===== src/rtl/td4_pkg.sv =====
// Shared types and widths for the TD4 4-bit computer: opcodes, sequencer
// states and decoder select encodings.
package td4_pkg;

  localparam int DATA_W  = 4;
  localparam int ADDR_W  = 4;
  localparam int INSTR_W = 8;
  localparam int ROM_W   = 10;

  typedef enum logic [3:0] {
    OP_ADD_A   = 4'b0000,
    OP_MOV_AB  = 4'b0001,
    OP_IN_A    = 4'b0010,
    OP_MOV_AI  = 4'b0011,
    OP_MOV_BA  = 4'b0100,
    OP_ADD_B   = 4'b0101,
    OP_IN_B    = 4'b0110,
    OP_MOV_BI  = 4'b0111,
    OP_OUT_B   = 4'b1001,
    OP_OUT_I   = 4'b1011,
    OP_JNC     = 4'b1110,
    OP_JMP     = 4'b1111
  } opcode_e;

  typedef enum logic {
    FETCH = 1'b0,
    EXEC  = 1'b1
  } state_e;

  typedef enum logic [1:0] {
    DST_NONE = 2'd0,
    DST_A    = 2'd1,
    DST_B    = 2'd2
  } dst_e;

  typedef enum logic [1:0] {
    SRC_IMM = 2'd0,
    SRC_A   = 2'd1,
    SRC_B   = 2'd2
  } src_e;

endpackage


===== src/rtl/td4_decode.sv =====
// Combinational instruction decoder: turns the latched instruction word into
// register selects and per-class strobes for the execute datapath.
module td4_decode
  import td4_pkg::*;
(
  input  logic [INSTR_W-1:0] ir,
  output dst_e               dst_sel,
  output src_e               src_sel,
  output logic               is_add,
  output logic               is_out,
  output logic               is_jmp,
  output logic               is_jnc,
  output logic               is_in
);

  // Unlisted opcodes fall through the defaults and behave as NOP.
  always_comb begin
    dst_sel = DST_NONE;
    src_sel = SRC_IMM;
    is_add  = 1'b0;
    is_out  = 1'b0;
    is_jmp  = 1'b0;
    is_jnc  = 1'b0;
    is_in   = 1'b0;
    case (opcode_e'(ir[7:4]))
      OP_ADD_A:  begin dst_sel = DST_A; is_add = 1'b1; end
      OP_ADD_B:  begin dst_sel = DST_B; is_add = 1'b1; end
      OP_MOV_AI: dst_sel = DST_A;
      OP_MOV_BI: dst_sel = DST_B;
      OP_MOV_AB: begin dst_sel = DST_A; src_sel = SRC_B; end
      OP_MOV_BA: begin dst_sel = DST_B; src_sel = SRC_A; end
      OP_IN_A:   begin dst_sel = DST_A; is_in = 1'b1; end
      OP_IN_B:   begin dst_sel = DST_B; is_in = 1'b1; end
      OP_OUT_B:  begin is_out = 1'b1; src_sel = SRC_B; end
      OP_OUT_I:  is_out = 1'b1;
      OP_JMP:    is_jmp = 1'b1;
      OP_JNC:    is_jnc = 1'b1;
      default:   ;
    endcase
  end

endmodule


===== src/rtl/td4_fetch_exec.sv =====
// Two-phase fetch/execute sequencer for the TD4: drives the ROM address,
// latches the instruction, and executes it against A, B, carry and out_port.
module td4_fetch_exec
  import td4_pkg::*;
#(
  parameter logic [ADDR_W-1:0] RESET_PC               = 4'd0,
  parameter bit                CLEAR_CARRY_ON_NON_ADD = 1'b1
) (
  input  logic              clk,
  input  logic              rst,
  input  logic              en,
  output logic [ADDR_W-1:0] rom_addr,
  input  logic [ROM_W-1:0]  rom_data,
  input  logic [DATA_W-1:0] in_port,
  output logic [DATA_W-1:0] out_port,
  output logic [DATA_W-1:0] reg_a,
  output logic [DATA_W-1:0] reg_b,
  output logic              carry,
  output logic              exec_phase
);

  state_e              state, next_state;
  logic [ADDR_W-1:0]   pc;
  logic [INSTR_W-1:0]  ir;
  logic [DATA_W-1:0]   imm, dst_val, src_val, result;
  logic [DATA_W:0]     sum;
  logic                jump_taken;
  logic                unused_rom_bits;

  dst_e dst_sel;
  src_e src_sel;
  logic is_add, is_out, is_jmp, is_jnc, is_in;

  td4_decode u_decode (
    .ir      (ir),
    .dst_sel (dst_sel),
    .src_sel (src_sel),
    .is_add  (is_add),
    .is_out  (is_out),
    .is_jmp  (is_jmp),
    .is_jnc  (is_jnc),
    .is_in   (is_in)
  );

  always_ff @(posedge clk) begin
    if (rst) state <= FETCH;
    else if (en) state <= next_state;
  end

  always_comb begin
    next_state = state;
    case (state)
      FETCH:   next_state = EXEC;
      EXEC:    next_state = FETCH;
      default: next_state = FETCH;
    endcase
  end

  always_comb begin
    exec_phase = (state == EXEC);
  end

  assign rom_addr        = pc;
  assign imm             = ir[3:0];
  assign unused_rom_bits = ^rom_data[ROM_W-1:INSTR_W];

  // Operands are all pre-edge values, so ADD A reads the old A.
  always_comb begin
    dst_val = (dst_sel == DST_B) ? reg_b : reg_a;
    case (src_sel)
      SRC_A:   src_val = reg_a;
      SRC_B:   src_val = reg_b;
      default: src_val = imm;
    endcase
    if (is_in) src_val = in_port;
    sum        = {1'b0, dst_val} + {1'b0, imm};
    result     = is_add ? sum[DATA_W-1:0] : src_val;
    jump_taken = is_jmp | (is_jnc & ~carry);
  end

  always_ff @(posedge clk) begin
    if (rst) begin
      pc       <= RESET_PC;
      ir       <= '0;
      reg_a    <= '0;
      reg_b    <= '0;
      out_port <= '0;
      carry    <= 1'b0;
    end else if (en) begin
      if (state == FETCH) begin
        ir <= rom_data[INSTR_W-1:0];
      end else begin
        if (dst_sel == DST_A) reg_a <= result;
        if (dst_sel == DST_B) reg_b <= result;
        if (is_out) out_port <= src_val;
        if (is_add) carry <= sum[DATA_W];
        else if (CLEAR_CARRY_ON_NON_ADD) carry <= 1'b0;
        pc <= jump_taken ? imm : pc + 4'd1;
      end
    end
  end

endmodule


===== config.mk =====
export PLATFORM = sky130hd
export DESIGN_NAME = td4_fetch_exec
export DESIGN_NICKNAME = d
export VERILOG_FILES = /design/src/rtl/td4_pkg.sv /design/src/rtl/td4_decode.sv /design/src/rtl/td4_fetch_exec.sv
export SDC_FILE = /design/constraint.sdc
export NUM_CORES = 1
export LEC_CHECK = 0
export ABC_CLOCK_PERIOD_IN_PS = 2100
export BUFFER_PORTS_ARGS = -buffer_cell sky130_fd_sc_hd__buf_4
export CELL_PAD_IN_SITES_DETAIL_PLACEMENT = 1
export CELL_PAD_IN_SITES_GLOBAL_PLACEMENT = 1
export CORE_UTILIZATION = 35
export DETAILED_ROUTE_END_ITERATION = 8
export PLACE_DENSITY = 0.78
export SLEW_MARGIN = 20
export SYNTH_ARGS = -nofsm -noshare
export SYNTH_HDL_FRONTEND = slang
export SYNTH_SLANG_ARGS = --single-unit
export TNS_END_PERCENT = 1

===== constraint.sdc =====
create_clock -name clk -period 2.1 [get_ports clk]
set_input_delay 0.42 -clock clk [delete_from_list [all_inputs] [get_ports clk]]
set_output_delay 0.42 -clock clk [all_outputs]
set_load 0.005 [all_outputs]

==> impl_results.md <==
* TritonCTS buffer count at 3
* Flop and latch count out of synthesis at 26
* Antenna diode count at 0
* Post-synthesis to final-layout area growth at 32.2%
* Arrival @ worst endpoint at 2240 ps
* Proportion of layout cells with a drive suffix above 1 at 0.318
* Commonest cells after routing, fill and taps aside: buf_4, nand2_1, dfxtp_1, a21oi_1, nor2_1
* Final standard cell count with taps included and fillers excluded at 272
* Syn_area_per_cell at between 8 and 9 µm²
* Highest cell delay on the worst timing path at 380 ps
* Hold violation total from the final report at 0
* Global-route wire length before repair at around 7700 µm
* Crit Path Max Fanout at 8
* Number of instances in the placed design at 268
* Final weighted congestion of routability-driven global placement at 0.810
* Number of nets produced by synthesis at 216
* Power Density at about 590 nW/µm²
* Crit path cell chain: nand2b_4, or3_1, ha_4, nor2b_1, o31ai_4, o211ai_1, a21oi_1
* Post-detailed-route DRC marker count at 0
* CTS tree: done
* Final critical-path required period at 2080 ps
* Net count reported at finish at 247
* Starting density of the core at 0.364
* Final Skew at between 3 and 4 ps
* Vert. Die Dim at approximately 70 µm
* Final wirelength at about 5000 µm
* First drt pass iteration count at 4
* Setup total negative slack at 0 ps
* Post-layout utilization of the core at 0.481
* Most common cell after layout, fill and taps aside: buf_4
* Run status: finished clean
* Cell family with most CP delay: simple AND/OR/NAND/NOR gates
* Detailed Route Iter0 Violations at 62
* Placeable core area at between 4000 and 5000 µm²
* Clock net sink count at 26
* Maximum buffer depth of the clock tree at 2
* Worst Hold Class: in -> reg
* Largest net degree at the start of global routing at 28
* Proportion of netlist area held by the largest area contributor at 0.331
* Clock root cell: clkbuf_8
* Cell Rows at 24
* Critical Path RT at 2270 ps
* Buffers added on ports at 32
* Initial antenna violation count at 0
* Post-route ant nets at 0
* Cell type with the largest total area after synthesis: dfxtp_1
* Area of the mapped netlist at between 1500 and 2000 µm²
* Worst Hold Slack at 371 ps
* Period Utilization, post-route at 0.989
* Total global-route track usage at 0.203
* Maximum resistive drop on vdd at around 0.35 mV
* Total number of H-tree levels at 1
* Maximum Capacitance Violations at 0
* Pin slew with the least headroom to its limit at 485 ps
* Width of the chip at 69.1 µm
* Worst slew margin relative to its limit at 0.676
* Estimated wirelength of the detail-placed design at 3200 µm
* Average via count per standard cell at 5.50
* Fin. max-slew vios at 0
* Remaining global-route overflow at 0
* Per-cell routed wire length at 18.6 µm
* Standard cell with the maximum stage delay on the critical path: or3_1
* Ranking of synthesized cells by area: dfxtp_1, a21oi_1, nand2_1
* Achievable Freq at just under 500 MHz
* Post-CTS clock slew at the launch and capture registers of the worst setup and hold paths at about 100 ps
* Kind of start point of the critical path: flip-flop
* Number of standard cells after synthesis at 190
* Clock latency reported for the late side of the worst-skew pair at 280 ps
* I/O Pins at 35
* Vias post-DR at around 1500
* Distinct cells, synth at 39
* Floorplan die area at 4770 µm²
* Final Setup Violations at 0
* Static Leak at between 0.8 and 0.9 nW
* Kind of capture point of the worst setup path: flip-flop
* Synthesis Warnings at 0
* Vias in the first global route at 1600
* Type of the worst setup path: reg -> reg
* Sequential-to-total area share from yosys stat at 0.331
* Worst path bufs/invs at 0
synth_stat cells, drive strengths merged:
cell      n
o211ai    5
nor2     10
nand3b    1
and3      5
ha        8
nand3     6
mux2      4
nand2    27
xor2      1
nor2b     9
dfxtp    26
nand4b    1
nand4     1
nand4bb   3
xnor2     1
a21oi    21
nand2b    6
o21ai     9
clkbuf    5
buf       7
a311oi    3
a21boi    1
inv       5
o31ai     3
mux2i     3
a211oi    1
a31oi     3
nor3b     1
fa        1
o21a      1
and2      4
nor3      1
and4bb    1
or3       2
a221oi    4
cells by family (layout without fill, tap and decap cells):
logic type / count (synthesis) / count (layout) / share of synthesized area
adder cells (fa/ha/maj): 9 / 9 / 0.0763
buffers and inverters: 17 / 47 / 0.0572
flip-flops: 26 / 26 / 0.331
multiplexers: 7 / 7 / 0.0477
XOR/XNOR: 2 / 2 / 0.0159
AO/OA/AOI/OAI: 51 / 51 / 0.201
AND/OR/NAND/NOR: 78 / 78 / 0.271
cell type report:
cell class	instances	area, µm²
inverter	5	18.8
clock inverter	1	30.0
tap	52	65.1
fill	540	2240
multi-input combinational	147	1110
sequential	26	522
timing repair buffer	38	289
clock buffer	3	41.3
worst min-delay path, stage by stage:
cell and delay, ps:
buf_4 110, nand2_1 40, a21oi_1 50
where the power goes:
group	internal (mW)	switching (mW)	leakage [nW]	total, mW
Clock	0.256	0.178	0.0357	0.433
Combinational	0.120	0.148	0.559	0.268
Sequential	0.510	0.0239	0.212	0.534
Total	0.885	0.350	0.807	1.23
path summary, 6_finish.rpt:
| check | end | depth (start not counted) | startpoint | slack [ps] |
|---|---|---|---|---|
| worst max-delay path | reg_a[0]$_SDFFE_PP0P_ | 7 | ir[7]$_SDFFE_PP0P_ | 20 |
| worst min-delay path | ir[3]$_SDFFE_PP0P_ | 3 | rom_data[3] | 370 |
| worst max register to register | reg_a[0]$_SDFFE_PP0P_ | 7 | ir[7]$_SDFFE_PP0P_ | 20 |
| worst min register to register | out_port[3]$_SDFFE_PP0P_ | 2 | out_port[3]$_SDFFE_PP0P_ | 480 |
state kept, by name, indices dropped and copies added, names as in the netlist:
register,flops
ir,8
rom_addr,4
carry,1
reg_b,4
reg_a,4
exec_phase,1
out_port,4
stage by stage:
step / power (mW) / setup slack (ps) / area [µm²]
after floorplan: 0.681 / -14.4 / 1580
after detailed placement: 0.751 / -65.6 / 1860
after global placement: 0.744 / -7.70 / 1860
after global routing: 1.28 / -55.1 / 2080
final: 1.23 / 22.8 / 2080
after CTS: 1.19 / -0.175 / 1960
layer usage:
metal  vias up  track usage  routed length [µm]
met5         -            0                   0
met4         0       0.0952                  89
met3         8       0.0278                 111
met2        27        0.347                2600
met1       725        0.251                2260
li1        736            -                   -
timing repair:
action                                  4_1_cts  5_1_grt
hold buffers                                  0        0
buffers inserted                              0        0
pin swaps                                     0        6
endpoints found under the setup margin        9       11
gates resized for setup                       5       23
Note: power is estimated with default switching activity, not from simulation.
